$ cat src/rtl/corr_pair_scheduler.sv
// Walks every antenna pair (i<=j) of one snapshot through the correlator and
// stores each accumulated result in the covariance memory at its pair index.
//
// state    | meaning
// S_IDLE   | waiting for i_start
// S_STREAM | reading samples of pair (i,j) and streaming x/y beats
// S_WAIT   | last beat sent, waiting for the correlator result
// S_WRITE  | one-cycle write of the latched result, then next pair or done
// S_DONE   | one-cycle done pulse
// S_ERR    | one-cycle error pulse after result timeout
module corr_pair_scheduler #(
   parameter int DATA_WIDTH_BITS = 12,
   parameter int NUM_ANT         = 4,
   parameter int SNAP_LEN        = 256,
   parameter int ADDR_W          = 8,
   parameter int TIMEOUT         = 64,
   localparam int P      = NUM_ANT * (NUM_ANT + 1) / 2,
   localparam int ANT_W  = (NUM_ANT > 1) ? $clog2(NUM_ANT) : 1,
   localparam int PAIR_W = (P > 1) ? $clog2(P) : 1
) (
   input  logic                       i_clk,
   input  logic                       i_reset,
   input  logic                       i_start,
   output logic                       o_busy,
   output logic                       o_done,
   output logic                       o_error,
   output logic                       o_rd_en,
   output logic [ADDR_W-1:0]          o_rd_addr,
   output logic [ANT_W-1:0]           o_rd_ant_x,
   output logic [ANT_W-1:0]           o_rd_ant_y,
   input  logic [DATA_WIDTH_BITS-1:0] i_rd_x_r,
   input  logic [DATA_WIDTH_BITS-1:0] i_rd_x_c,
   input  logic [DATA_WIDTH_BITS-1:0] i_rd_y_r,
   input  logic [DATA_WIDTH_BITS-1:0] i_rd_y_c,
   output logic [DATA_WIDTH_BITS-1:0] o_x_r,
   output logic [DATA_WIDTH_BITS-1:0] o_x_c,
   output logic [DATA_WIDTH_BITS-1:0] o_y_r,
   output logic [DATA_WIDTH_BITS-1:0] o_y_c,
   output logic                       o_x_valid,
   output logic                       o_y_valid,
   output logic                       o_x_last,
   output logic                       o_y_last,
   input  logic                       i_ready_x,
   input  logic                       i_ready_y,
   input  logic                       i_res_valid,
   input  logic [30:0]                i_res_r,
   input  logic [30:0]                i_res_c,
   output logic                       o_wr_en,
   output logic [PAIR_W-1:0]          o_wr_addr,
   output logic [30:0]                o_wr_r,
   output logic [30:0]                o_wr_c
);

   localparam int DW    = DATA_WIDTH_BITS;
   localparam int BW    = 4 * DW + 1;
   localparam int TMR_W = $clog2(TIMEOUT + 1);
   localparam logic [ANT_W-1:0]  ANT_LAST  = ANT_W'(NUM_ANT - 1);
   localparam logic [PAIR_W-1:0] PAIR_LAST = PAIR_W'(P - 1);
   localparam logic [ADDR_W-1:0] ADDR_LAST = ADDR_W'(SNAP_LEN - 1);
   localparam logic [TMR_W-1:0]  TMR_LOAD  = TMR_W'(TIMEOUT - 1);

   typedef enum logic [2:0] {S_IDLE, S_STREAM, S_WAIT, S_WRITE, S_DONE, S_ERR} state_t;

   state_t              r_state, w_state_nxt;
   logic [PAIR_W-1:0]   r_pair;
   logic [ANT_W-1:0]    r_ant_i, r_ant_j;
   logic [ADDR_W-1:0]   r_rd_addr;
   logic                r_rd_all;
   logic                r_pend, r_pend_last;
   logic                r_out_valid, r_skid_valid;
   logic [BW-1:0]       r_out_beat, r_skid_beat;
   logic [TMR_W-1:0]    r_tmr;
   logic [30:0]         r_wr_r, r_wr_c;
   logic                w_xfer, w_last_xfer, w_rd_en;
   logic [BW-1:0]       w_rd_beat;

   assign w_xfer      = r_out_valid & i_ready_x & i_ready_y;
   assign w_last_xfer = w_xfer & r_out_beat[0];
   assign w_rd_beat   = {i_rd_x_r, i_rd_x_c, i_rd_y_r, i_rd_y_c, r_pend_last};
   // A read in flight landing on a stalled output goes to the skid, so hold off
   // a new read whenever that would leave no room for it.
   assign w_rd_en = (r_state == S_STREAM) & ~r_rd_all & ~r_skid_valid &
                    ~(r_out_valid & r_pend & ~w_xfer);

   always_ff @(posedge i_clk or posedge i_reset) begin
      if (i_reset) begin
         r_state      <= S_IDLE;
         r_pair       <= '0;
         r_ant_i      <= '0;
         r_ant_j      <= '0;
         r_rd_addr    <= '0;
         r_rd_all     <= 1'b0;
         r_pend       <= 1'b0;
         r_pend_last  <= 1'b0;
         r_out_valid  <= 1'b0;
         r_skid_valid <= 1'b0;
         r_out_beat   <= '0;
         r_skid_beat  <= '0;
         r_tmr        <= '0;
         r_wr_r       <= '0;
         r_wr_c       <= '0;
      end else begin
         r_state <= w_state_nxt;
         r_pend  <= w_rd_en;
         if (w_rd_en) begin
            r_pend_last <= (r_rd_addr == ADDR_LAST);
            if (r_rd_addr == ADDR_LAST) r_rd_all  <= 1'b1;
            else                        r_rd_addr <= r_rd_addr + ADDR_W'(1);
         end
         if (w_xfer || !r_out_valid) begin
            if (r_skid_valid) begin
               r_out_beat   <= r_skid_beat;
               r_out_valid  <= 1'b1;
               r_skid_valid <= r_pend;
               if (r_pend) r_skid_beat <= w_rd_beat;
            end else begin
               r_out_valid <= r_pend;
               if (r_pend) r_out_beat <= w_rd_beat;
            end
         end else if (r_pend) begin
            r_skid_beat  <= w_rd_beat;
            r_skid_valid <= 1'b1;
         end
         if (w_last_xfer) r_tmr <= TMR_LOAD;
         case (r_state)
            S_IDLE: if (i_start) begin
               r_pair    <= '0;
               r_ant_i   <= '0;
               r_ant_j   <= '0;
               r_rd_addr <= '0;
               r_rd_all  <= 1'b0;
            end
            S_WAIT: begin
               r_tmr <= r_tmr - TMR_W'(1);
               if (i_res_valid) begin
                  r_wr_r <= i_res_r;
                  r_wr_c <= i_res_c;
               end
            end
            S_WRITE: if (r_pair != PAIR_LAST) begin
               r_pair    <= r_pair + PAIR_W'(1);
               r_rd_addr <= '0;
               r_rd_all  <= 1'b0;
               if (r_ant_j == ANT_LAST) begin
                  r_ant_i <= r_ant_i + ANT_W'(1);
                  r_ant_j <= r_ant_i + ANT_W'(1);
               end else begin
                  r_ant_j <= r_ant_j + ANT_W'(1);
               end
            end
            default: ;
         endcase
      end
   end

   always_comb begin
      w_state_nxt = r_state;
      case (r_state)
         S_IDLE:   if (i_start) w_state_nxt = S_STREAM;
         S_STREAM: if (w_last_xfer) w_state_nxt = S_WAIT;
         S_WAIT: begin
            if (i_res_valid)                   w_state_nxt = S_WRITE;
            else if (r_tmr == TMR_W'(1))       w_state_nxt = S_ERR;
         end
         S_WRITE:  w_state_nxt = (r_pair == PAIR_LAST) ? S_DONE : S_STREAM;
         S_DONE:   w_state_nxt = S_IDLE;
         S_ERR:    w_state_nxt = S_IDLE;
         default:  w_state_nxt = S_IDLE;
      endcase
   end

   always_comb begin
      o_busy  = 1'b0;
      o_done  = 1'b0;
      o_error = 1'b0;
      o_wr_en = 1'b0;
      case (r_state)
         S_STREAM, S_WAIT: o_busy = 1'b1;
         S_WRITE: begin
            o_busy  = 1'b1;
            o_wr_en = 1'b1;
         end
         S_DONE:  o_done  = 1'b1;
         S_ERR:   o_error = 1'b1;
         default: ;
      endcase
   end

   assign o_rd_en    = w_rd_en;
   assign o_rd_addr  = r_rd_addr;
   assign o_rd_ant_x = r_ant_i;
   assign o_rd_ant_y = r_ant_j;
   assign o_x_r      = r_out_beat[4*DW:3*DW+1];
   assign o_x_c      = r_out_beat[3*DW:2*DW+1];
   assign o_y_r      = r_out_beat[2*DW:DW+1];
   assign o_y_c      = r_out_beat[DW:1];
   assign o_x_valid  = r_out_valid;
   assign o_y_valid  = r_out_valid;
   assign o_x_last   = r_out_valid & r_out_beat[0];
   assign o_y_last   = r_out_valid & r_out_beat[0];
   assign o_wr_addr  = r_pair;
   assign o_wr_r     = r_wr_r;
   assign o_wr_c     = r_wr_c;

endmodule
$ cat config.mk
export PLATFORM = sky130hd
export DESIGN_NAME = corr_pair_scheduler
export DESIGN_NICKNAME = d
export VERILOG_FILES = /design/src/rtl/corr_pair_scheduler.sv
export SDC_FILE = /design/constraint.sdc
export NUM_CORES = 1
export LEC_CHECK = 0
export BUFFER_PORTS_ARGS = -buffer_cell sky130_fd_sc_hd__buf_4
export CAP_MARGIN = 10
export CELL_PAD_IN_SITES_DETAIL_PLACEMENT = 1
export CELL_PAD_IN_SITES_GLOBAL_PLACEMENT = 2
export CORE_ASPECT_RATIO = 0.7
export CORE_MARGIN = 3
export CORE_UTILIZATION = 30
export DETAILED_ROUTE_END_ITERATION = 8
export GPL_ROUTABILITY_DRIVEN = 0
export GPL_TIMING_DRIVEN = 0
export PLACE_DENSITY_LB_ADDON = 0.1
export SYNTH_ARGS = -nofsm -noshare
export SYNTH_HDL_FRONTEND = slang
export SYNTH_SLANG_ARGS = --single-unit
$ cat constraint.sdc
create_clock -name i_clk -period 6.8 [get_ports i_clk]
set_input_delay 1.36 -clock i_clk [delete_from_list [all_inputs] [get_ports i_clk]]
set_output_delay 1.36 -clock i_clk [all_outputs]
set_load 0.02 [all_outputs]
==> qor.yml <==
rsz0062_at_grt: "false"
swShare_pct: 36.9
p_sw_w: 0.00201
postCtsSetupRepairBufs: 0
p_int_w: 0.00344
yosysWarnings: 0
dieWidth_um: 205
antenna_found_initial: 0
syn_inst: 675
synth_fp_nets: 797
power_leakage_nw: 5.30
ys_ff_latch: 191
startpoint: "i_ready_y"
start_kind: "primary input"
synth_top_area_share_pct: 57.5
ir_worst_vdd_v: 0.000176
finalSetupViolCount: 0
hold_buffers: 0
cts_max_level: 4
drcViolationCount: 0
port_buffers: 250
netlist_area_um2: 8310
hpwl_mm: 17.0
drv_slew: 0
timing.setup.tns_ns: 0
drive_above_1_share_pct: 47.3
grt_max_degree: 120
combPwrFrac_pct: 46.2
layout.cells.non_filler: 1321
cts_buffer_depth: 2
path_max_fanout: 10
worstPathRequired_ns: 5.44
cp-end-kind: "output port"
dp_worst_setup_slack_ns: 2.56
drt_wl_total_mm: 23.3
layout_min_cycle_time_ns: 4.24
synth-edff-count: 0
area_growth_syn_to_layout_pct: 35.6
tightest_slew_ns: 1.05
cts_tree: "done"
antennaDiodeCount: 0
vias: 5963
hp-start: "r_rd_all"
worstSetupPathType: "in -> out"
path_clk_slew_ns: 0.07
clock.fmax_mhz: 236
synth_area_leaders: "dfrtp_1 (58%), mux2_2 (15%), mux2i_1 (6.1%), buf_4 (4.5%), a21oi_1 (3.6%)"
async_flop_share_pct: 100
root_buffer: "clkbuf_16"
grt_pass1_vias: 6382
detail_route.first_pass.iterations: 4
powerDensity_nw_per_um2: 483
utilization_pct: 41.8
gr-usage-met3_pct: 5.34
hold_viol: 0
finalPower_w: 0.00544
avgSynthCellArea_um2: 12.3
start_util_pct: 30.8
yosysSeqAreaShare_pct: 57.5
antenna_left: 0
die_h_um: 145
cts_sinks: 191
yosysTopAreaCell: "dfrtp_1"
grtUsageMet2_pct: 23.8
clkPwrFrac_pct: 18.6
use_met1_pct: 22.5
layout.nets: 1067
wl_per_cell_um: 17.6
grt.busiest_layer: "met2"
place_inst: 1290
grt_usage_pct: 15.9
initialDrtViolationCount: 171
min_path_type: "reg -> reg"
n_fill_cell: 2919
fp-row-count: 50
vias_per_cell: 4.51
ios: 251
die-area_um2: 29800
ys_types: 45
finalWorstSetupSlack_ns: 2.56
globalRouteOverflowTotal: 0
cp_data_arrival_time_ns: 2.88
crit-reg2reg-launch: "r_state[0]"
cts_buffers: 17
clock_latency_ns: 0.43
skew_ns: 0.0145
core_um2: 27000
slew_headroom_pct: 29.9
grt_pass1_wl_mm: 37.3
maxCapViolCount: 0
post-route-period-util_pct: 62.3
ys.flop_type: "dfrtp_1"
status: "finished, final reports clean"
ctsResizeCount: 0
p_seq_share_pct: 35.2
cell families after synthesis:
logic type                 after synthesis  synth area share (%)
xor gates and xnor gates                 3                 0.316
muxes                                  163                  21.3
buffers and inverters                   93                  6.73
and+or+nand+nor                        122                  6.67
DFF                                    191                  57.5
adders and majority gates                7                  1.02
AOI/OAI and AO/OA                       96                  6.43
worst paths after layout:
path	end	slack [ns]	cells after the start
min in group asynchronous	o_rd_ant_x[0]	0.98	2
hold / removal	r_rd_all	0.50	1
hold reg to reg	r_rd_all	0.50	1
setup / recovery	o_rd_en	2.56	6
max in group asynchronous	r_out_beat[24]	4.82	3
setup reg to reg	o_wr_r[11]	4.07	6
sequential cells by signal, indices dropped and copies added, names as in the netlist:
name / count
r_out_beat: 49
r_skid_beat: 49
o_wr_c: 31
o_wr_r: 31
o_rd_addr: 8
r_tmr: 7
o_wr_addr: 4
r_state: 3
o_rd_ant_x: 2
o_rd_ant_y: 2
o_x_valid: 1
r_pend: 1
r_pend_last: 1
r_rd_all: 1
r_skid_valid: 1
routing by layer:
metal | part of all wire (%) | vias up | routed length (um)
met5 | 0 | - | 0
met4 | 0.79 | 0 | 183
met3 | 6.5 | 11 | 1510
met2 | 45 | 118 | 10500
met1 | 48 | 3007 | 11100
li1 | - | 2827 | -
stage by stage:
step / hold WS (ns) / instance area, um^2
global placement: 0.486 / 10600
global route: 0.517 / 11300
floorplan: 0.465 / 8310
CTS: 0.504 / 11300
finish: 0.499 / 11300
detailed placement: 0.488 / 10700
Yosys cell counts, drive strengths merged, types with 2 or more instances:
master	number
clkbuf	20
o31ai	2
a21o	3
xor2	3
nand3	12
nand3b	2
nor2	66
mux2i	51
nor3	2
or4	3
dfrtp	191
ha	6
and2	2
nand2	19
nand2b	5
inv	10
o21ai	19
a21oi	59
or3b	2
buf	63
mux2	112
a41oi	2
and3	4
area by class of cell:
class | count | area [um^2] | area share [%]
flip-flops and latches | 191 | 4780 | 42.4
multi-input cells | 391 | 2970 | 26.4
repair buffers | 251 | 1900 | 16.9
plain buffers | 83 | 522 | 4.63
clock buffers | 24 | 512 | 4.54
well taps | 364 | 455 | 4.04
clock inverters | 7 | 77.6 | 0.689
inverters | 10 | 45.0 | 0.400
power groups by stage:
stage,clock [W],sequential (W),combinational [W]
floorplan,0,0.00212,0.00139
global placement,0,0.00192,0.00254
detailed placement,0,0.00193,0.00256
CTS,0.00105,0.00192,0.00257
global route,0.00109,0.00199,0.00276
finish,0.00101,0.00192,0.00252
cell usage in the layout, fill, tap and decap left out, types with 17 or more instances in the layout:
| master | instances |
|---|---|
| nand2_1 | 19 |
| o21ai_0 | 18 |
| a21oi_1 | 59 |
| mux2_2 | 112 |
| nor2_1 | 66 |
| clkbuf_1 | 21 |
| mux2i_1 | 51 |
| dfrtp_1 | 191 |
| buf_4 | 300 |
| clkbuf_16 | 17 |
critical path, cell delays in order:
cell	delay, ns
buf_4	0.11
a21boi_0	0.61
a2111o_1	0.30
buf_6	0.15
inv_1	0.14
buf_4	0.20
Power figures use the tool's default switching activity.
